[config.mk]
export PLATFORM = sky130hd
export DESIGN_NAME = rx_ltssm
export DESIGN_NICKNAME = d
export VERILOG_FILES = /design/src/rtl/rx_ltssm.sv
export SDC_FILE = /design/constraint.sdc
export NUM_CORES = 1
export LEC_CHECK = 0
export ABC_AREA = 1
export CORE_ASPECT_RATIO = 0.7
export CORE_MARGIN = 2
export CORE_UTILIZATION = 40
export DETAILED_ROUTE_END_ITERATION = 16
export PLACE_DENSITY_LB_ADDON = 0.25
export SYNTH_ARGS = -nofsm -noshare
export SYNTH_HDL_FRONTEND = slang
export SYNTH_SLANG_ARGS = --single-unit
[constraint.sdc]
create_clock -name Pclk -period 2.25 [get_ports Pclk]
set_input_delay 0.45 -clock Pclk [delete_from_list [all_inputs] [get_ports Pclk]]
set_output_delay 0.45 -clock Pclk [all_outputs]
set_load 0.01 [all_outputs]
[src/rtl/rx_ltssm.sv]
// ---------------------------------------------------------------------------
// rx_ltssm -- receive-side companion of the TX LTSSM.
//
// Watches the decoded, lane-aligned ordered sets (OS) and counts consecutive
// qualifying TS1/TS2/IDLE sets for the state commanded by the main LTSSM. It
// raises a one-cycle RXFinishFlag, with the requested next state on RXExitTo,
// once per state visit when the receive exit condition is met. An upstream
// port also captures the link number proposed by the downstream port. Both
// port types latch the negotiated rate.
//
// Ports:
//   Pclk, Reset        clock, synchronous active-low reset
//   SetRXState   [3:0] state commanded by the main LTSSM (TX LTSSM encoding)
//   RXFinishFlag       1-cycle pulse: exit condition met
//   RXExitTo     [3:0] requested next state, valid while RXFinishFlag=1
//   OSValid            1-cycle strobe: one complete OS on the Rx* inputs
//   OSType       [2:0] 0 TS1, 1 TS2, 4 IDLE, anything else ignored
//   RxLinkNum/RxLinkPad, RxLaneNum/RxLanePad, RxRate: decoded TS fields
//   ReadLinkNum  [7:0] link number held by the TX side (downstream reference)
//   WriteLinkNum [7:0] captured link number (upstream), WriteLinkNumFlag strobe
//   LinkRate     [2:0] negotiated rate = min(RxRate, MAX_GEN)
// ---------------------------------------------------------------------------
module rx_ltssm #(
    parameter int DEVICETYPE = 0,   // 0 = downstream, 1 = upstream
    parameter int MAX_GEN    = 1,
    parameter int POLL_CNT   = 8,
    parameter int CFG_CNT    = 2,
    parameter int IDLE_CNT   = 8
) (
    input  logic       Pclk,
    input  logic       Reset,
    input  logic [3:0] SetRXState,
    output logic       RXFinishFlag,
    output logic [3:0] RXExitTo,
    input  logic       OSValid,
    input  logic [2:0] OSType,
    input  logic [7:0] RxLinkNum,
    input  logic       RxLinkPad,
    input  logic [7:0] RxLaneNum,
    input  logic       RxLanePad,
    input  logic [2:0] RxRate,
    input  logic [7:0] ReadLinkNum,
    output logic [7:0] WriteLinkNum,
    output logic       WriteLinkNumFlag,
    output logic [2:0] LinkRate
);

    typedef enum logic [3:0] {
        DetectQuiet                 = 4'd0,
        DetectActive                = 4'd1,
        PollingActive               = 4'd2,
        PollingConfigration         = 4'd3,
        ConfigrationLinkWidthStart  = 4'd4,
        ConfigrationLinkWidthAccept = 4'd5,
        ConfigrationLaneNumWait     = 4'd6,
        ConfigrationLaneNumActive   = 4'd7,
        ConfigrationComplete        = 4'd8,
        ConfigrationIdle            = 4'd9,
        L0                          = 4'd10,
        Idle                        = 4'd15
    } ltssmState_t;

    localparam logic [2:0] OsTs1   = 3'd0;
    localparam logic [2:0] OsTs2   = 3'd1;
    localparam logic [2:0] OsIdle  = 3'd4;
    localparam logic [3:0] PollThr = 4'(POLL_CNT);
    localparam logic [3:0] CfgThr  = 4'(CFG_CNT);
    localparam logic [3:0] IdleThr = 4'(IDLE_CNT);
    localparam logic [2:0] MaxGen  = 3'(MAX_GEN);
    localparam bit         IsUp    = (DEVICETYPE != 0);

    // State is kept as raw bits so undefined codes from the main LTSSM are
    // tracked (and simply never qualify) instead of being aliased.
    logic [3:0] State;
    logic [3:0] Cnt;
    logic       Done;
    logic       candValid;   // upstream Config.LinkWidthStart link candidate
    logic [7:0] candLink;

    logic       stateChange, isTs1, isTs2, isIdle, match;
    logic       qualify, reload, hasExit, exitNow, writeNow, rateNow;
    logic [3:0] threshold, target, cntInc, cntNext;
    logic [7:0] linkRef;
    logic [2:0] rateCapped;
    logic       unusedLaneNum;

    // The lane number value itself never decides anything; only its PAD flag does.
    assign unusedLaneNum = ^RxLaneNum;

    assign stateChange = (SetRXState != State);
    assign isTs1       = (OSType == OsTs1);
    assign isTs2       = (OSType == OsTs2);
    assign isIdle      = (OSType == OsIdle);
    assign linkRef     = IsUp ? WriteLinkNum : ReadLinkNum;
    assign match       = !RxLinkPad && (RxLinkNum == linkRef);
    assign cntInc      = (Cnt == 4'd15) ? Cnt : Cnt + 4'd1;
    assign rateCapped  = (RxRate > MaxGen) ? MaxGen : RxRate;

    // NOTE: every output of this block gets a default first, so no path can
    // leave a value unassigned and infer a latch.
    always_comb begin
        qualify   = 1'b0;
        reload    = 1'b0;
        hasExit   = 1'b0;
        threshold = PollThr;
        target    = DetectQuiet;
        case (State)
            PollingActive: begin
                qualify = (isTs1 || isTs2) && RxLinkPad && RxLanePad;
                hasExit = 1'b1;
                target  = PollingConfigration;
            end
            PollingConfigration: begin
                qualify = isTs2 && RxLinkPad && RxLanePad;
                hasExit = 1'b1;
                target  = ConfigrationLinkWidthStart;
            end
            ConfigrationLinkWidthStart: begin
                if (IsUp) begin
                    // First non-PAD link number becomes the candidate; a different
                    // one restarts the run with itself as the new candidate.
                    qualify = isTs1 && !RxLinkPad && (!candValid || RxLinkNum == candLink);
                    reload  = isTs1 && !RxLinkPad && candValid && (RxLinkNum != candLink);
                end else begin
                    qualify = isTs1 && match;
                end
                hasExit   = 1'b1;
                threshold = CfgThr;
                target    = ConfigrationLinkWidthAccept;
            end
            ConfigrationLinkWidthAccept: begin
                qualify   = isTs1 && match && (!IsUp || !RxLanePad);
                hasExit   = 1'b1;
                threshold = CfgThr;
                target    = ConfigrationLaneNumWait;
            end
            ConfigrationLaneNumWait: begin
                qualify   = isTs1 && match && !RxLanePad;
                hasExit   = 1'b1;
                threshold = CfgThr;
                target    = ConfigrationLaneNumActive;
            end
            ConfigrationLaneNumActive: begin
                qualify   = (IsUp ? isTs2 : isTs1) && match && !RxLanePad;
                hasExit   = 1'b1;
                threshold = CfgThr;
                target    = ConfigrationComplete;
            end
            ConfigrationComplete: begin
                qualify = isTs2 && match && !RxLanePad;
                hasExit = 1'b1;
                target  = ConfigrationIdle;
            end
            ConfigrationIdle: begin
                qualify   = isIdle;
                hasExit   = 1'b1;
                threshold = IdleThr;
                target    = L0;
            end
            default: ;
        endcase

        // A state change wins over any OS arriving in the same cycle.
        if (stateChange)   cntNext = 4'd0;
        else if (!OSValid) cntNext = Cnt;
        else if (qualify)  cntNext = cntInc;
        else if (reload)   cntNext = 4'd1;
        else               cntNext = 4'd0;

        exitNow  = !stateChange && OSValid && (qualify || reload) && hasExit
                   && !Done && (cntNext >= threshold);
        writeNow = exitNow && IsUp && (State == ConfigrationLinkWidthStart);
        rateNow  = !stateChange && OSValid && qualify && (State == PollingConfigration);
    end

    // NOTE: all state updates use non-blocking assignments so every register
    // samples the pre-edge values regardless of statement order.
    always_ff @(posedge Pclk) begin
        if (!Reset) begin
            State            <= Idle;
            Cnt              <= 4'd0;
            Done             <= 1'b0;
            candValid        <= 1'b0;
            candLink         <= 8'd0;
            RXFinishFlag     <= 1'b0;
            RXExitTo         <= DetectQuiet;
            WriteLinkNum     <= 8'd0;
            WriteLinkNumFlag <= 1'b0;
            LinkRate         <= 3'd1;
        end else begin
            State            <= SetRXState;
            Cnt              <= cntNext;
            Done             <= stateChange ? 1'b0 : (Done || exitNow);
            RXFinishFlag     <= exitNow;
            WriteLinkNumFlag <= writeNow;
            if (exitNow)  RXExitTo     <= target;
            if (writeNow) WriteLinkNum <= RxLinkNum;
            if (rateNow)  LinkRate     <= rateCapped;
            if (stateChange) begin
                candValid <= 1'b0;
            end else if (OSValid && (qualify || reload) && IsUp
                         && (State == ConfigrationLinkWidthStart)) begin
                candValid <= 1'b1;
                candLink  <= RxLinkNum;
            end
        end
    end

endmodule

* After elaboration in Yosys (flattened, before gate mapping)
Cells that the tools add are included.
** Storage, ports and cells
- Flip-flop bits (word level) :: 17
- Bits of input ports :: 39
- Output and inout bits :: 17
- Word-level logic and storage cells :: 59
** Operators by class
- Add/sub/neg operators :: 1
- Magnitude comparators :: 2
- Equality and inequality tests :: 13
- Mux-type cells :: 9
- Bitwise operators :: 1
- Reduce and logical (&&, ||, !) cells :: 27
** Operators with widths (number)
- one-hot mux 4 bit (8 select lines) :: 1
- two-way mux 4 bit :: 5
- equality test 4 x 3 -> 1 bit, second input constant :: 4
- logical AND 1 bit :: 15
- equality test 4 bit, second input constant :: 3
- equality test 4 x 2 -> 1 bit, second input constant :: 2
- equality test 8 bit :: 1
- OR reduction 8 bit :: 1
- one-hot mux 1 bit (6 select lines) :: 1
- OR reduction 2 bit :: 3
- adder 4 x 1 -> 4 bit, second input constant :: 1
- >= comparator 4 bit :: 1
- zero test 1 bit :: 4
- inequality test 4 bit :: 1
- OR reduction 4 bit :: 1
- equality test 3 x 1 -> 1 bit, second input constant :: 1
- equality test 3 bit, second input constant :: 1
- greater-than comparator 3 x 1 -> 1 bit, second input constant :: 1
- zero test 3 bit :: 1
- two-way mux 3 bit :: 1
- logical OR 1 bit :: 2
- two-way mux 1 bit :: 1
- inverter 1 bit :: 1

* Depth between registers and ports, before layout
Gate-level depths: netlist (run 1).
- Word-level depth :: 11
- Depth in mapped cells :: 21

* Worst setup path after synthesis (run 1)
OpenSTA, ideal clock, no wires.
- Path kind :: input port to flip-flop
- Start point :: in OSType[1]
- End point :: reg RXExitTo[0]
- Arrival :: 1921 ps
- Data required time :: 2136 ps
- Slack :: 215 ps
- Stages :: 19
- Path buffers :: 0
- Cell sequence :: nor2_1 nand3_2 o21ai_2 nand2_1 nand2_1 nand2_1 nand2_2 nand2_1 nand2_2 nand3_1 ha_1 nand2_1 nand2_1 nand2_2 nand2_4 nand2_4 nand2_1 nand2_1 nor2_2
** On the way
- Cells in the longest elaborated chain, start to end :: 10
- Elaborated cells on any way between the ends :: 21
- Classes of those cells :: order compare (1); eq/ne (2); mux (4); reduce/logical (14)
** Ends and longest elaborated chain
- from (decl) :: RTL line 36 : input logic [2:0] OSType,
- equality test 3 x 1 -> 1 bit / zero test 3 bit (equally long branches) :: RTL line 92, 91
- logical OR 1 bit :: RTL line 109 : qualify = (isTs1 || isTs2) && RxLinkPad && RxLanePad;
- logical AND 1 bit (2 in series) :: RTL line 109
- one-hot mux 1 bit (6 select lines) * :: RTL line 107 : case (State)
- two-way mux 4 bit :: RTL line 166 : else if (qualify) cntNext = cntInc;
- two-way mux 4 bit :: RTL line 165 : else if (!OSValid) cntNext = Cnt;
- two-way mux 4 bit :: RTL line 164 : if (stateChange) cntNext = 4'd0;
- >= comparator 4 bit :: RTL line 171 : && !Done && (cntNext >= threshold);
- logical AND 1 bit * :: RTL line 171
- to (signal assigned) :: RTL line 186 : RXExitTo <= DetectQuiet;
- to (signal assigned) :: RTL line 196 : if (exitNow) RXExitTo <= target;
- to (decl) :: RTL line 34 : output logic [3:0] RXExitTo,
Mark *: on every way between the ends. The rest lies on a longest branch, timed or not.
A chain may end at the register's enable or synchronous reset.

* Final worst setup path (run 1)
- Start point :: in SetRXState[2]
- End point :: reg RXExitTo[0]
** On the way
- Elaborated cells on any way between the ends :: 9
- Classes of those cells :: order compare (1); eq/ne (1); mux (1); reduce/logical (6)
** RTL lines
- from (decl) :: RTL line 32 : input logic [3:0] SetRXState,
- inequality test 4 bit :: RTL line 90 : assign stateChange = (SetRXState != State);
- two-way mux 4 bit :: RTL line 164
- named net cntNext[3] :: RTL line 82 : logic [3:0] threshold, target, cntInc, cntNext;
- >= comparator 4 bit :: RTL line 171
- logical AND 1 bit :: RTL line 171
The timed path passes the listed nets, and every way through them passes these cells.

==> results.json, run 1 <==
{
  "final_common_cell": "nand2_1",
  "cp_num_buf_inv": 1,
  "grt_max_degree": 10,
  "ioPinCount": 56,
  "crit_required_ns": 2.40,
  "hp-class": "primary input to flop",
  "grt_pass1_vias": 1071,
  "nFillCells": 260,
  "status": "completed",
  "rows": 16,
  "avgSynthCellArea_um2": 6.53,
  "grt_pass1_wl_um": 4440,
  "dp_slack_ns": -0.382,
  "syn_inst": 186,
  "cellPowerDensity_nw_per_um2": 377,
  "drive_above_1_share_pct": 28.5,
  "p_leak_nw": 0.985,
  "hold_path_end": "State[0]",
  "dieArea_um2": 3500,
  "setup_tns_ns": 0,
  "layout_setup_ws_ns": 0.121,
  "clk_pin_slew_ns": 0.06,
  "wl_per_cell_um": 9.67,
  "crit-reg2reg-capture": "RXExitTo[0]",
  "drtIter0Drc": 39,
  "crit_arrival_ns": 2.28,
  "syn_area_um2": 1210,
  "nets": 289,
  "reg2reg_depth": 15,
  "irDropWorstVdd_uv": 366,
  "grt_use_total_pct": 15.5,
  "finalPower_uw": 702,
  "hold_viol_final": 0,
  "n_antenna_cell": 0,
  "period_share_pct": 94.6,
  "multi_input_area_um2": 788,
  "core_area_um2": 2840,
  "crit_family": "simple AND/OR/NAND/NOR gates",
  "holdWs_ns": 0.447,
  "endpoint_kind": "flop",
  "cts_tree": "built",
  "cap_viol_max_count": 0,
  "dp_cells": 273,
  "rrSetupSlack_ns": 0.15,
  "grt_antenna_before_repair": 0,
  "cts_sinks": 17,
  "ant_nets": 0,
  "slowest_delay_ns": 0.43,
  "hpwl_um": 2140,
  "hp-start": "SetRXState[0]",
  "die_y_um": 50.1,
  "seq_area_frac_synth_pct": 28.0,
  "slew_violations": 0,
  "fin_cells": 282,
  "cts_root_buffer": "clkbuf_8",
  "htreeDepth": 1,
  "finalClockSkew_ns": 0.00241,
  "grt-ovfl-total": 0,
  "critical_path_class": "primary input to flop",
  "area_delta_synth_final_pct": 53.5,
  "start_kind": "primary input",
  "drc": 0,
  "wl_um": 2730,
  "crit_chain": "clkdlybuf4s50_1 -> xor2_1 -> nor2_1 -> nand2_2 -> a221oi_2 -> and2_1 -> ha_1 -> nand2_2 -> nand2_4 -> nand2_4 -> nand2_1 -> nand2_1 -> nor2_2",
  "numCtsBuffers": 3,
  "ff_latch_area_um2": 343,
  "reg2reg_from": "Cnt[0]",
  "yosys_register_bits": 17,
  "place_congestion": 0.763,
  "initial_core_util_pct": 42.7,
  "final_cell_mix": "nand2_1, inv_1, nor2_1",
  "io_buffers": 38,
  "fmax_mhz": 470,
  "clock_latency_ns": 0.25,
  "period_needed_ns": 2.13,
  "final-setup-viol-count": 0,
  "cpMaxStageDelayCell": "clkdlybuf4s50_1",
  "whs_path_depth": 2,
  "path_max_fanout": 7,
  "synth_cell_types": 32,
  "yosys_warnings": 0,
  "clock_path_buffers": 2,
  "viasPerCell": 4.43,
  "die_x_um": 69.8,
  "vias": 1248,
  "drtPass1Iterations": 4
}
through the flow:
stage | utilization, % | instance area [um2]
4_1_cts | 62.7 | 1780
2_1_floorplan | - | 1240
5_1_grt | 65.5 | 1860
6_report | 65.5 | 1860
3_3_place_gp | 60.1 | 1710
3_5_place_dp | 60.1 | 1710
cell usage after synthesis (all sizes together):
| cell | instances | area, um2 |
|---|---|---|
| and2 | 1 | 6.26 |
| nand2 | 44 | 190 |
| conb | 1 | 3.75 |
| a31oi | 1 | 6.26 |
| nor3 | 6 | 35.0 |
| inv | 31 | 116 |
| nand3b | 1 | 7.51 |
| nor2 | 27 | 121 |
| o21ai | 3 | 18.8 |
| buf | 10 | 72.6 |
| nor4 | 1 | 6.26 |
| mux2 | 1 | 11.3 |
| a221oi | 1 | 8.76 |
| a21oi | 11 | 58.8 |
| ha | 3 | 37.5 |
| xor2 | 4 | 35.0 |
| dfxtp | 17 | 340 |
| xnor2 | 2 | 17.5 |
| or2 | 3 | 18.8 |
| nand3 | 17 | 95.1 |
| nand4 | 1 | 6.26 |
flip-flops by register name, summed over array words and instances, names as in the netlist:
signal        flops
RXFinishFlag      1
Cnt               4
RXExitTo          4
State             4
LinkRate          3
Done              1
routing by layer:
metal / vias up / part of all wire, % / global-route usage [%] / routed length (um)
li1: 687 / - / - / -
met1: 534 / 50 / 21.5 / 1360
met2: 27 / 46 / 25.4 / 1250
met3: 0 / 4.1 / 3.68 / 112
met4: 0 / 0 / 1.92 / 0
met5: - / 0 / 0 / 0
repair_timing:
action,in CTS,in global routing
pin swaps,11,34
resized for setup,17,42
setup buffers,2,3
setup endpoints to repair,6,6
hold buffers,0,0
where the power goes:
part	internal (mW)	leakage (nW)	switching [mW]	total [mW]
registers	0.306	0.138	0.00601	0.312
clock network	0.126	0.0228	0.0999	0.225
logic	0.0850	0.825	0.0801	0.165
kinds of logic after synthesis:
| kind of cell | Yosys count | synth area share, % |
|---|---|---|
| xor+xnor | 6 | 4.33 |
| flops | 17 | 28.0 |
| buf+inv | 41 | 15.6 |
| simple gates | 101 | 40.1 |
| mux | 1 | 0.928 |
| fa+ha+maj | 3 | 3.09 |
| compound gates | 16 | 7.63 |
| other cells | 1 | 0.309 |
layout make-up:
class / instances / area share (%)
well taps: 36 / 2.42
clock buffers: 4 / 2.42
flip-flops and latches: 17 / 18.4
repair buffers: 58 / 28.2
inverters: 31 / 6.25
multi-input cells: 136 / 42.3
how the worst max path moves through the flow:
stage	start	end	slack [ns]	depth (start not counted)
CTS	ReadLinkNum[3]	RXExitTo[0]	0.01	19
global placement	OSType[0]	RXExitTo[0]	-0.35	20
global route	State[2]	RXExitTo[0]	-0.02	20
finish	SetRXState[2]	RXExitTo[0]	0.12	13
detailed placement	RxLinkNum[4]	RXExitTo[0]	-0.38	20
floorplan	OSType[1]	RXExitTo[0]	0.21	19
worst register-to-register path, stage by stage (launching register included):
cell     delay (ns)
dfxtp_1        0.37
ha_1           0.20
nand3_1        0.08
nand2_1        0.12
mux2_2         0.37
nand3_4        0.10
ha_4           0.12
inv_1          0.03
nor2_1         0.12
nand2_2        0.07
nand2_2        0.07
nand2_4        0.08
nand2_4        0.09
nand2_1        0.06
nand2_1        0.07
nor2_2         0.04
(Power assumes the default switching activity.)
==> run 2, diff against run 1 <==
--- a/config.mk
+++ b/config.mk
@@ -11,6 +11,7 @@
 export CORE_UTILIZATION = 40
 export DETAILED_ROUTE_END_ITERATION = 16
 export PLACE_DENSITY_LB_ADDON = 0.25
+export SETUP_SLACK_MARGIN = 0.5
 export SYNTH_ARGS = -nofsm -noshare
 export SYNTH_HDL_FRONTEND = slang
 export SYNTH_SLANG_ARGS = --single-unit
==> run 2 against run 1 <==
Sequential power about the same. Critical path type is now flop to flop. Register-to-register slack gained 0.02 ns. Largest cell class unchanged. Setup slack gained 0.052 ns. Worst hold slack better by 0.014 ns. Core utilization up 0.48 points.
==> results.json, run 2 (synthesis results as in run 1) <==
{
  "crit-reg2reg-capture": "RXFinishFlag",
  "hold_viol_final": 0,
  "n_antenna_cell": 0,
  "ioPinCount": 56,
  "endpoint_kind": "flop",
  "initial_core_util_pct": 42.7,
  "final_common_cell": "nand2_1",
  "critPathCapture": "RXFinishFlag",
  "fmax_mhz": 481,
  "drc": 0,
  "final_util_pct": 66.0,
  "period_share_pct": 92.3,
  "viasPerCell": 4.59,
  "drtIter0Drc": 25,
  "cts_tree": "built",
  "reg2reg_depth": 19,
  "p_clk_share_pct": 32.1,
  "largest_registers": "Cnt: 4 flops, RXExitTo: 4 flops, State: 4 flops",
  "cellPowerDensity_nw_per_um2": 377,
  "hp-start": "LinkRate[2]",
  "period_needed_ns": 2.08,
  "drtPass1Iterations": 4,
  "hp-class": "flop to flop",
  "clk_pin_slew_ns": 0.07,
  "p_comb_share_pct": 23.9,
  "irDropWorstVdd_uv": 432,
  "htreeDepth": 1,
  "hpwl_um": 2230,
  "nets": 290,
  "p_leak_nw": 0.911,
  "grt-ovfl-total": 0,
  "die_x_um": 69.8,
  "rows": 16,
  "core_area_um2": 2840,
  "die_y_um": 50.1,
  "slew_violations": 0,
  "cts_sinks": 17,
  "numCtsBuffers": 3,
  "final-setup-viol-count": 0,
  "ant_nets": 0,
  "rrSetupSlack_ns": 0.17,
  "power_frac_seq_pct": 44.0,
  "wl_um": 3000,
  "cts_root_buffer": "clkbuf_8",
  "status": "completed",
  "clock_latency_ns": 0.25,
  "grt_use_total_pct": 18.7,
  "layout_setup_ws_ns": 0.173,
  "hold_buffers": 0,
  "clock_path_buffers": 2,
  "critical_path_class": "flop to flop",
  "nFillCells": 272,
  "crit_start": "State[2]",
  "crit_arrival_ns": 2.27,
  "grt_max_degree": 11,
  "setup_tns_ns": 0,
  "path_max_fanout": 7,
  "dieArea_um2": 3500,
  "crit_required_ns": 2.44,
  "area_delta_synth_final_pct": 54.6,
  "swShare_pct": 27.5,
  "intPower_uw": 512,
  "grt_pass1_vias": 1266,
  "place_congestion": 0.781,
  "final_cell_mix": "nand2_1, inv_1, nor2_1, buf_4, nand3_1",
  "dp_slack_ns": -0.394,
  "vias": 1300,
  "cap_viol_max_count": 0,
  "grt_setup_unrepaired": "yes",
  "p_switching_uw": 195,
  "io_buffers": 38,
  "reg2reg_from": "State[2]",
  "start_kind": "flop",
  "drive_above_1_share_pct": 33.2,
  "finalClockSkew_ns": 0.00362,
  "grt_pass1_wl_um": 5270,
  "grt_antenna_before_repair": 0,
  "finalPower_uw": 707,
  "wl_per_cell_um": 10.6
}
-- run 2: cell count changes in the layout (fill, tap and decap cells not counted), sizes merged --
cell / previous run / this run
clkdlybuf4s15: 4 / 7
clkdlybuf4s50: 15 / 13
dlygate4sd2: 2 / 12
dlymetal6s2s: 11 / 0
buf: 20 / 26
clkinv: 0 / 1
clkbuf: 10 / 4
-- run 2: how the worst min path moves through the flow --
| stage | depth (start not counted) | to |
|---|---|---|
| final | 2 | LinkRate[2] |
| after global routing | 2 | LinkRate[1] |
| after CTS | 2 | LinkRate[2] |
| after detailed placement | 2 | LinkRate[2] |
| after global placement | 2 | LinkRate[1] |
| after floorplan | 2 | Done |
-- run 2: worst max-delay path: stages, from the launching register on --
cell and delay (ns):
dfxtp_4 0.38, inv_4 0.04, nor2_4 0.13, nand3_2 0.10, o21ai_2 0.06, nand2_1 0.06
nand2_1 0.06, nand2_1 0.06, nand2_2 0.06, nand2_2 0.06, nand2_4 0.09, nand3_4 0.08
ha_4 0.27, nand2_2 0.04, nand2_2 0.06, nand2_2 0.06, nand2_4 0.11, nand2_4 0.08
buf_4 0.14, nor2_1 0.07
-- run 2: power groups by stage --
stage / logic [mW] / registers [mW] / clock network (mW)
4_1_cts: 0.163 / 0.310 / 0.234
5_1_grt: 0.188 / 0.312 / 0.245
3_5_place_dp: 0.162 / 0.319 / 0
2_1_floorplan: 0.0851 / 0.318 / 0
3_3_place_gp: 0.159 / 0.319 / 0
6_report: 0.169 / 0.311 / 0.227
-- run 2: routing by layer --
| metal | global-route usage [%] | part of all wire, % | wire [um] |
|---|---|---|---|
| met1 | 22.7 | 46 | 1390 |
| met4 | 0.962 | 0 | 0 |
| met2 | 35.1 | 49 | 1480 |
| met3 | 4.50 | 4.6 | 139 |
| met5 | 0 | 0 | 0 |
-- run 2: what timing repair did --
action	in CTS	in global routing
endpoints found under the setup margin	13	11
buffers inserted	3	2
pin swaps	39	16
gates resized for setup	71	8
-- run 2: layout make-up --
type / count / area, um2 / share of cell area, %
multi-input combinational: 136 / 807 / 43.0
timing repair buffer: 59 / 505 / 26.9
sequential: 17 / 352 / 18.7
inverter: 31 / 121 / 6.47
tap: 36 / 45.0 / 2.40
clock buffer: 3 / 41.3 / 2.20
clock inverter: 1 / 5.00 / 0.267
-- run 2: stage by stage --
step	area [um2]	hold slack [ns]	instances
detailed placement	1730	0.449	274
global placement	1730	0.442	274
CTS	1840	0.460	281
finish	1880	0.461	283
global route	1880	0.496	283
floorplan	1260	0.460	194
==> run 3, diff against run 2 <==
--- a/config.mk
+++ b/config.mk
@@ -11,6 +11,7 @@
 export CORE_UTILIZATION = 40
 export DETAILED_ROUTE_END_ITERATION = 16
 export PLACE_DENSITY_LB_ADDON = 0.25
+export RECOVER_POWER = 25
 export SETUP_SLACK_MARGIN = 0.5
 export SYNTH_ARGS = -nofsm -noshare
 export SYNTH_HDL_FRONTEND = slang
==> run 3 against run 2 <==
Critical path depth is the same. First-iteration DRC count stayed put. Power is essentially flat. Core utilization is the same. Final area is the same. Sequential share of layout area did not move. Cell count did not move. Largest cell class unchanged.
==> results.json, run 3 (synthesis results as in run 1) <==
{
  "status": "completed",
  "period_needed_ns": 2.08,
  "crit_chain": "inv_4 -> nor2_4 -> nand3_2 -> o21ai_2 -> nand2_1 -> nand2_1 -> nand2_1 -> nand2_2 -> nand2_2 -> nand2_4 -> nand3_4 -> ha_4 -> nand2_2 -> nand2_2 -> nand2_2 -> nand2_4 -> nand2_4 -> buf_4 -> nor2_1",
  "numCtsBuffers": 3,
  "reg2reg_depth": 19,
  "cts_tree": "built",
  "crit_arrival_ns": 2.27,
  "crit_required_ns": 2.44,
  "htreeDepth": 1,
  "nFillCells": 272,
  "core_area_um2": 2840,
  "drtIter0Drc": 25,
  "setup_tns_ns": 0,
  "wl_um": 3000,
  "viasPerCell": 4.59,
  "nets": 290,
  "die_y_um": 50.1,
  "critical_path_class": "flop to flop",
  "clock_path_buffers": 2,
  "clock_latency_ns": 0.25,
  "endpoint_kind": "flop",
  "vias": 1299,
  "cts_root_buffer": "clkbuf_8",
  "area_delta_synth_final_pct": 54.6,
  "crit_start": "State[2]",
  "grt_pass1_vias": 1266,
  "drtPass1Iterations": 4,
  "initial_core_util_pct": 42.7,
  "cellPowerDensity_nw_per_um2": 376,
  "hpwl_um": 2230,
  "reg2reg_from": "State[2]",
  "dieArea_um2": 3500,
  "hold_path_end": "LinkRate[2]",
  "grt_max_degree": 11,
  "final_common_cell": "nand2_1",
  "io_buffers": 38,
  "irDropWorstVdd_uv": 432,
  "slowest_delay_ns": 0.38,
  "drive_above_1_share_pct": 33.2,
  "start_kind": "flop",
  "rows": 16,
  "finalClockSkew_ns": 0.00363,
  "largest_registers": "Cnt: 4 flops, RXExitTo: 4 flops, State: 4 flops",
  "die_x_um": 69.8,
  "p_leak_nw": 0.913,
  "clk_pin_slew_ns": 0.07,
  "ant_nets": 0,
  "grt-ovfl-total": 0,
  "path_max_fanout": 7,
  "grt_setup_unrepaired": "yes",
  "multi_input_area_um2": 807,
  "hold_viol_final": 0,
  "cpMostUsedCell": "nand2_2",
  "drc": 0,
  "final-setup-viol-count": 0,
  "slew_violations": 0,
  "place_congestion": 0.781,
  "hp-start": "LinkRate[2]",
  "grt_antenna_before_repair": 0,
  "final_util_pct": 66.0,
  "grt_pass1_wl_um": 5270,
  "cts_sinks": 17,
  "fmax_mhz": 481,
  "cp_num_buf_inv": 2,
  "final_cell_mix": "nand2_1, inv_1, nor2_1, buf_4, nand3_1",
  "crit_family": "simple AND/OR/NAND/NOR gates",
  "ioPinCount": 56,
  "ff_latch_area_um2": 352,
  "whs_path_depth": 2,
  "grt_use_total_pct": 18.7,
  "crit-reg2reg-capture": "RXFinishFlag",
  "cap_viol_max_count": 0,
  "hp-class": "flop to flop",
  "n_antenna_cell": 0,
  "wl_per_cell_um": 10.6,
  "rrSetupSlack_ns": 0.17,
  "cpMaxStageDelayCell": "dfxtp_4",
  "period_share_pct": 92.3
}
## run 3: cell count changes in the layout (fill, tap and decap cells not counted)
cell	before	now
and2_0	0	1
dlygate4sd3_1	0	2
clkdlybuf4s50_1	13	11
and2_1	1	0
## run 3: per-stage QoR
stage                     hold WS (ns)  setup slack (ns)  cell area, um2  instances  power, mW
after floorplan                  0.460             0.283            1260        194      0.403
after global placement           0.442            -0.331            1730        274      0.478
after detailed placement         0.449            -0.394            1730        274      0.481
after CTS                        0.460             0.191            1840        281      0.707
after global routing             0.496         -0.000344            1880        283      0.744
final                            0.461             0.173            1880        283      0.706
## run 3: layout make-up
type                            instances  area share, %
Multi-Input combinational cell        136           43.0
Timing Repair Buffer                   59           26.9
Sequential cell                        17           18.7
Inverter                               31           6.47
Tap cell                               36           2.40
Clock buffer                            3           2.20
Clock inverter                          1          0.267
## run 3: how the worst max path moves through the flow
stage | end | slack, ns | depth (start not counted)
2_1_floorplan | RXExitTo[0] | 0.28 | 20
3_3_place_gp | RXExitTo[0] | -0.33 | 21
3_5_place_dp | RXExitTo[0] | -0.39 | 21
4_1_cts | RXExitTo[0] | 0.19 | 20
5_1_grt | RXExitTo[0] | -0.0003 | 20
6_report | RXFinishFlag | 0.17 | 19
## run 3: what timing repair did
action | in CTS | in global routing
endpoints found under the setup margin | 13 | 11
hold buffers | 0 | 0
gates resized for setup | 71 | 8
gates cloned | 0 | 0
setup buffers | 3 | 2
pin swaps | 39 | 16
## run 3: routing by layer
layer,wire [um],share of wire [%],track usage (%)
met1,1380,46,22.7
met2,1480,49,35.1
met3,139,4.6,4.50
met4,0,0,0.962
met5,0,0,0
## run 3: where the power goes
| part | switching, mW | internal (mW) |
|---|---|---|
| logic | 0.0838 | 0.0845 |
| registers | 0.00679 | 0.304 |
| clock network | 0.104 | 0.123 |
| total | 0.195 | 0.512 |
## run 3: worst reg2reg max path: stages, from the launching register on
cell	delay (ns)
dfxtp_4	0.38
inv_4	0.04
nor2_4	0.13
nand3_2	0.11
o21ai_2	0.06
nand2_1	0.06
nand2_1	0.06
nand2_1	0.06
nand2_2	0.06
nand2_2	0.06
nand2_4	0.09
nand3_4	0.08
ha_4	0.27
nand2_2	0.04
nand2_2	0.06
nand2_2	0.06
nand2_4	0.11
nand2_4	0.08
buf_4	0.14
nor2_1	0.07
